<file path="src/rtl/tt_sweep_pkg.sv">
// rtl/tt_sweep_pkg.sv - shared constants and types for the truth-table sweep controller
package tt_sweep_pkg;

  localparam int N_IN   = 7;
  localparam int N_ROWS = 128;

  typedef logic [N_IN-1:0] row_t;

  localparam row_t LAST_ROW = row_t'(N_ROWS - 1);

  typedef enum logic [1:0] {
    IDLE,
    SWEEP,
    DRAIN,
    DONE
  } tt_state_e;

  typedef struct packed {
    logic [N_ROWS-1:0] tt;
    logic [7:0]        ones;
    logic [7:0]        mis_cnt;
    logic              mis_any;
    row_t              mis_first;
  } tt_result_t;

endpackage

</file>
<file path="src/rtl/eval_lat_pipe.sv">
// rtl/eval_lat_pipe.sv - valid+row-index delay line matching the evaluator latency
module eval_lat_pipe
  import tt_sweep_pkg::*;
#(
  parameter int EVAL_LAT = 0
) (
  input  logic clk,
  input  logic rst,
  input  logic flush_i,
  input  logic vld_i,
  input  row_t idx_i,
  output logic vld_o,
  output row_t idx_o
);

  if (EVAL_LAT == 0) begin : g_wire
    logic unused_w;
    assign unused_w = ^{clk, rst, flush_i};
    assign vld_o    = vld_i;
    assign idx_o    = idx_i;
  end else begin : g_pipe
    logic [EVAL_LAT-1:0] vld_q;
    row_t                idx_q [EVAL_LAT];

    always_ff @(posedge clk) begin
      if (rst || flush_i) begin
        vld_q <= '0;
        for (int i = 0; i < EVAL_LAT; i++) idx_q[i] <= '0;
      end else begin
        vld_q[0] <= vld_i;
        idx_q[0] <= idx_i;
        for (int i = 1; i < EVAL_LAT; i++) begin
          vld_q[i] <= vld_q[i-1];
          idx_q[i] <= idx_q[i-1];
        end
      end
    end

    assign vld_o = vld_q[EVAL_LAT-1];
    assign idx_o = idx_q[EVAL_LAT-1];
  end

endmodule

</file>
<file path="src/rtl/tt_sweep_ctrl.sv">
// rtl/tt_sweep_ctrl.sv - sweeps all 128 patterns through an evaluator and scores the truth table
module tt_sweep_ctrl
  import tt_sweep_pkg::*;
#(
  parameter int EVAL_LAT = 0
) (
  input  logic              clk,
  input  logic              rst,
  input  logic              start,
  input  logic              abort,
  input  logic [N_ROWS-1:0] exp_tt,
  output logic [N_IN-1:0]   x_o,
  output logic              x_vld_o,
  input  logic              f_i,
  output logic              busy,
  output logic              done,
  output logic [N_ROWS-1:0] tt_o,
  output logic [7:0]        ones_o,
  output logic [7:0]        mis_cnt_o,
  output logic              mis_any_o,
  output logic [N_IN-1:0]   mis_first_o
);

  tt_state_e         state_q, state_d;
  row_t              idx_q, idx_d;
  logic [N_ROWS-1:0] exp_q, exp_d;
  tt_result_t        res_q, res_d;

  logic cap_vld;
  row_t cap_idx;
  logic flush;
  logic accept;

  assign flush  = abort && (state_q == SWEEP || state_q == DRAIN);
  assign accept = (state_q == IDLE) && start;

  eval_lat_pipe #(.EVAL_LAT(EVAL_LAT)) u_pipe (
    .clk     (clk),
    .rst     (rst),
    .flush_i (flush),
    .vld_i   (x_vld_o),
    .idx_i   (idx_q),
    .vld_o   (cap_vld),
    .idx_o   (cap_idx)
  );

  always_comb begin
    state_d = state_q;
    idx_d   = idx_q;
    exp_d   = exp_q;
    unique case (state_q)
      IDLE: begin
        if (start) begin
          state_d = SWEEP;
          idx_d   = '0;
          exp_d   = exp_tt;
        end
      end
      SWEEP: begin
        // Index parks at the last row so x_o holds 127 through DRAIN.
        if (idx_q == LAST_ROW) state_d = (EVAL_LAT == 0) ? DONE : DRAIN;
        else                   idx_d   = idx_q + row_t'(1);
      end
      DRAIN: begin
        if (cap_vld && cap_idx == LAST_ROW) state_d = DONE;
      end
      DONE:    state_d = IDLE;
      default: state_d = IDLE;
    endcase
    if (flush) state_d = IDLE;
  end

  always_comb begin
    res_d = res_q;
    if (accept) begin
      res_d = '0;
    end else if (cap_vld && !flush) begin
      res_d.tt[cap_idx] = f_i;
      if (f_i) res_d.ones = res_q.ones + 8'd1;
      if (f_i != exp_q[cap_idx]) begin
        res_d.mis_cnt = res_q.mis_cnt + 8'd1;
        // Rows arrive in ascending order, so the first hit is the lowest row.
        if (!res_q.mis_any) begin
          res_d.mis_any   = 1'b1;
          res_d.mis_first = cap_idx;
        end
      end
    end
  end

  always_ff @(posedge clk) begin
    if (rst) begin
      state_q <= IDLE;
      idx_q   <= '0;
      exp_q   <= '0;
      res_q   <= '0;
    end else begin
      state_q <= state_d;
      idx_q   <= idx_d;
      exp_q   <= exp_d;
      res_q   <= res_d;
    end
  end

  assign x_o         = idx_q;
  assign x_vld_o     = (state_q == SWEEP);
  assign busy        = (state_q == SWEEP) || (state_q == DRAIN);
  assign done        = (state_q == DONE);
  assign tt_o        = res_q.tt;
  assign ones_o      = res_q.ones;
  assign mis_cnt_o   = res_q.mis_cnt;
  assign mis_any_o   = res_q.mis_any;
  assign mis_first_o = res_q.mis_first;

endmodule

</file>
<file path="config.mk">
export PLATFORM = sky130hd
export DESIGN_NAME = tt_sweep_ctrl
export DESIGN_NICKNAME = d
export VERILOG_FILES = /design/src/rtl/tt_sweep_pkg.sv /design/src/rtl/eval_lat_pipe.sv /design/src/rtl/tt_sweep_ctrl.sv
export SDC_FILE = /design/constraint.sdc
export NUM_CORES = 1
export LEC_CHECK = 0
export ABC_CLOCK_PERIOD_IN_PS = 5100
export CELL_PAD_IN_SITES_DETAIL_PLACEMENT = 0
export CELL_PAD_IN_SITES_GLOBAL_PLACEMENT = 2
export CORE_MARGIN = 2
export CORE_UTILIZATION = 31
export DETAILED_ROUTE_END_ITERATION = 10
export GPL_ROUTABILITY_DRIVEN = 0
export HOLD_SLACK_MARGIN = 0.06
export PLACE_DENSITY_LB_ADDON = 0.05
export SLEW_MARGIN = 10
export SYNTH_ARGS = -nofsm -noshare
export SYNTH_HDL_FRONTEND = slang
export SYNTH_SLANG_ARGS = --single-unit
export TNS_END_PERCENT = 10
</file>
<file path="constraint.sdc">
create_clock -name clk -period 5.1 [get_ports clk]
set_input_delay 1.02 -clock clk [delete_from_list [all_inputs] [get_ports clk]]
set_output_delay 1.02 -clock clk [all_outputs]
set_load 0.01 [all_outputs]
</file>
==> summary.md <==
| Metric | Value |
|---|---|
| Status | finished clean |
| Root buf cell | clkbuf_16 |
| Hold WC Path Type | reg -> reg |
| Post-CTS Setup Bufs | 0 |
| Row cnt | approximately 70 |
| Combinational power share | 0.176 |
| Clock transition at path regs | ~0.06 ns |
| Setup Viol. Count Final | 0 |
| Core footprint | ~39000 um^2 |
| CP Class | reg -> reg |
| Synth top area cells | dfxtp_1 (48%), a21oi_1 (11%), nand2_1 (9.8%), mux4_2 (6.1%), nand3_1 (5.6%) |
| Mapped cell area | about 12000 um^2 |
| N_diodes | 0 |
| Final HPWL DP | 30100 um |
| Die Ht | around 200 um |
| Crit path launch type | register |
| Nets | between 1.5k and 2k |
| Switching Share | 0.286 |
| RSZ-0062 raised after global routing | false |
| Mean Syn Cell Area | around 8 um^2 |
| Clk pwr share | 0.398 |
| Worst Path Required | about 5.6 ns |
| CTS Hold Bufs | 0 |
| Htree depth | 2 |
| Lkg Pwr | roughly 0.0055 uW |
| Residual DRC count | 0 |
| Clock buffer count from CTS | 35 |
| TritonCTS clock tree | yes |
| Int Pwr | between 4000 and 5000 uW |
| Sink Count | approximately 290 |
| I/O pin cnt | a little under 300 |
| Crit-path slowest cell | dfxtp_4 |
| Fillers | between 3k and 4k |
| Gr usage total | 0.213 |
| Number of flops mapped to enable cells by yosys | 0 |
| Vias in the first global route | approximately 11k |
| Top cells by count, synth | nand2_1 (319), dfxtp_1 (289), a21oi_1 (256) |
| Starting density of the core | 0.314 |
| WL final | ~45000 um |
| Largest net degree at the start of global routing | 100 |
| Final non-filler cell total | ~2.3k |
| Final max-slew violation count | 0 |
| FF+latch count, synth | 289 |
| Routing usage on met2 | 0.360 |
| GR Util met3 | 0.0342 |
| Syn Inst Count | 1483 |
| Total grt overflow | 0 |
| WP data arrival | 4.10 ns |
| Delay-heaviest family, CP | multiplexers |
| YS warnings | 0 |
| Worst skew pair latency | 0.52 ns |
| Drt first pass iters | 5 |
| Fraction of final layout cells with drive strength greater than 1 | 0.0738 |
| Post-layout util | 0.429 |
| Maximum fanout along the worst path | just under 50 |
| Buf/Inv on CP | 1 |
| DIE WIDTH | slightly above 200 um |
| Setup Skew | roughly 0.019 ns |
| Routed Antenna Nets | 0 |
| Layout area overhead | 36.4% |
| Flop pwr share | 0.426 |
| Via-to-Cell Ratio | about 5.1 |
| Fin crit share | 0.716 |
| VDD IR max | 0.179 mV |
| Sequential fraction of the synthesis area | 0.475 |
| Post-synth ARST share | 0 |
| Yosys cell types | 45 |
| Net switching power | 1760 uW |
| Most utilized layer in the global route result | met2 |
| Post-layout power | 6160 uW |
| CTS max path bufs | 3 |
| PwrDens | between 300 and 400 nW/um^2 |
| Top-area cell type share of the netlist area | 0.475 |
| Fin crit period | around 3.7 ns |
| FMAX | between 0.2 and 0.3 GHz |
| Count leader, synth | nand2_1 |
| Final setup margin | ~1.4 ns |
| Port Buffers | 294 |
| Fin. Hold Viols | 0 |
| DR WL/cell | a little under 20 um |
| Worst-Margin Slew | ~1.1 ns |
| CP cell instances | buf_4 > mux4_2 > mux2i_1 > nand2_1 > nand4_1 > nand4_1 > a21oi_4 > mux2i_1 |
| CP max stage delay | 0.83 ns |
| Max-Cap Viols | 0 |
| First-pass GRT wire length | ~68000 um |
| Synthesized Nets | between 1.5k and 2k |
| Via count | approximately 11k |
| Drt initial violations | 783 |
| Slew HR | 0.231 |
| Pre-CTS setup slack | around 1.4 ns |
| Grt met1 use | 0.283 |
| Endpoint class of the critical path | register |
| Initial antenna violation count | 0 |
| DP Cell Count | between 2k and 2.5k |
| Post-CTS sizing | 0 |
| Fin Setup TNS | 0 ns |
| Area leader, netlist | dfxtp_1 |
| Ys flop type | dfxtp_1 |
| Die area | just over 40000 um^2 |
## final timing paths
| kind | from | endpoint | slack, ns | cells after the start |
|---|---|---|---|---|
| max | x_o[0]$_SDFFE_PP0P_ | mis_first_o[4]$_SDFFE_PP0P_ | 1.45 | 8 |
| min | exp_q[112]$_SDFFE_PP0P_ | exp_q[112]$_SDFFE_PP0P_ | 0.45 | 2 |
| max reg2reg | x_o[0]$_SDFFE_PP0P_ | mis_first_o[4]$_SDFFE_PP0P_ | 1.45 | 8 |
| min reg2reg | exp_q[112]$_SDFFE_PP0P_ | exp_q[112]$_SDFFE_PP0P_ | 0.45 | 2 |
## state kept, by name, summed over array words and instances, names as in the netlist
name,flops
mis_cnt_o,8
x_o,7
state_q,2
tt_o,128
ones_o,8
mis_any_o,1
mis_first_o,7
exp_q,128
## worst min-delay path, cell delays in order, from the launching register on
cell and delay (ns):
dfxtp_1 0.31, nand2_1 0.05, a21oi_1 0.05
## placed cells by master, fill, tap and decap left out, types with 6 or more instances in the layout
cell,instances
nand2_1,318
clkdlybuf4s50_1,292
dfxtp_1,287
a21oi_1,256
nand3_1,137
o21ai_0,122
nor2_1,46
clkbuf_16,37
mux4_2,33
mux2i_1,29
buf_4,19
nand4_1,15
nor3_1,13
nor2b_1,9
xor2_1,9
nand2b_1,8
ha_1,8
clkbuf_8,8
clkbuf_1,8
clkinv_2,7
inv_1,6
or3_1,6
and3_1,6
## cell type report
cell class,instances,area [um^2],share of cell area
inverters,7,26.3,0.00158
well taps,518,648,0.0390
repair buffers,311,3070,0.185
clock buffers,53,1070,0.0642
multi-input cells,1066,5950,0.358
flip-flops and latches,289,5790,0.349
clock inverters,8,65.1,0.00392
## metrics by stage
step	instance area [um^2]	hold WS, ns
global route	16600	0.471
CTS	16600	0.453
detailed placement	15500	0.445
floorplan	12200	0.433
global placement	15500	0.440
finish	16600	0.453
## kinds of logic after synthesis
group | synth area share
buf+inv | 0.0407
fa+ha+maj | 0.00822
mux | 0.0895
flops | 0.475
compound gates | 0.169
xor+xnor | 0.00863
simple gates | 0.209
## power groups by stage
| stage | Clock [uW] | Sequential, uW | Combinational, uW |
|---|---|---|---|
| after floorplan | 0 | 2590 | 781 |
| after global placement | 0 | 2680 | 1100 |
| after detailed placement | 0 | 2680 | 1100 |
| after CTS | 2520 | 2630 | 1110 |
| after global routing | 2600 | 2660 | 1200 |
| final | 2450 | 2630 | 1090 |
## metal layers
layer	wire [um]	vias to the layer above
li1	-	5634
met1	20000	5442
met2	21500	354
met3	2390	56
met4	858	0
met5	0	-
Power figures use the tool's default switching activity.
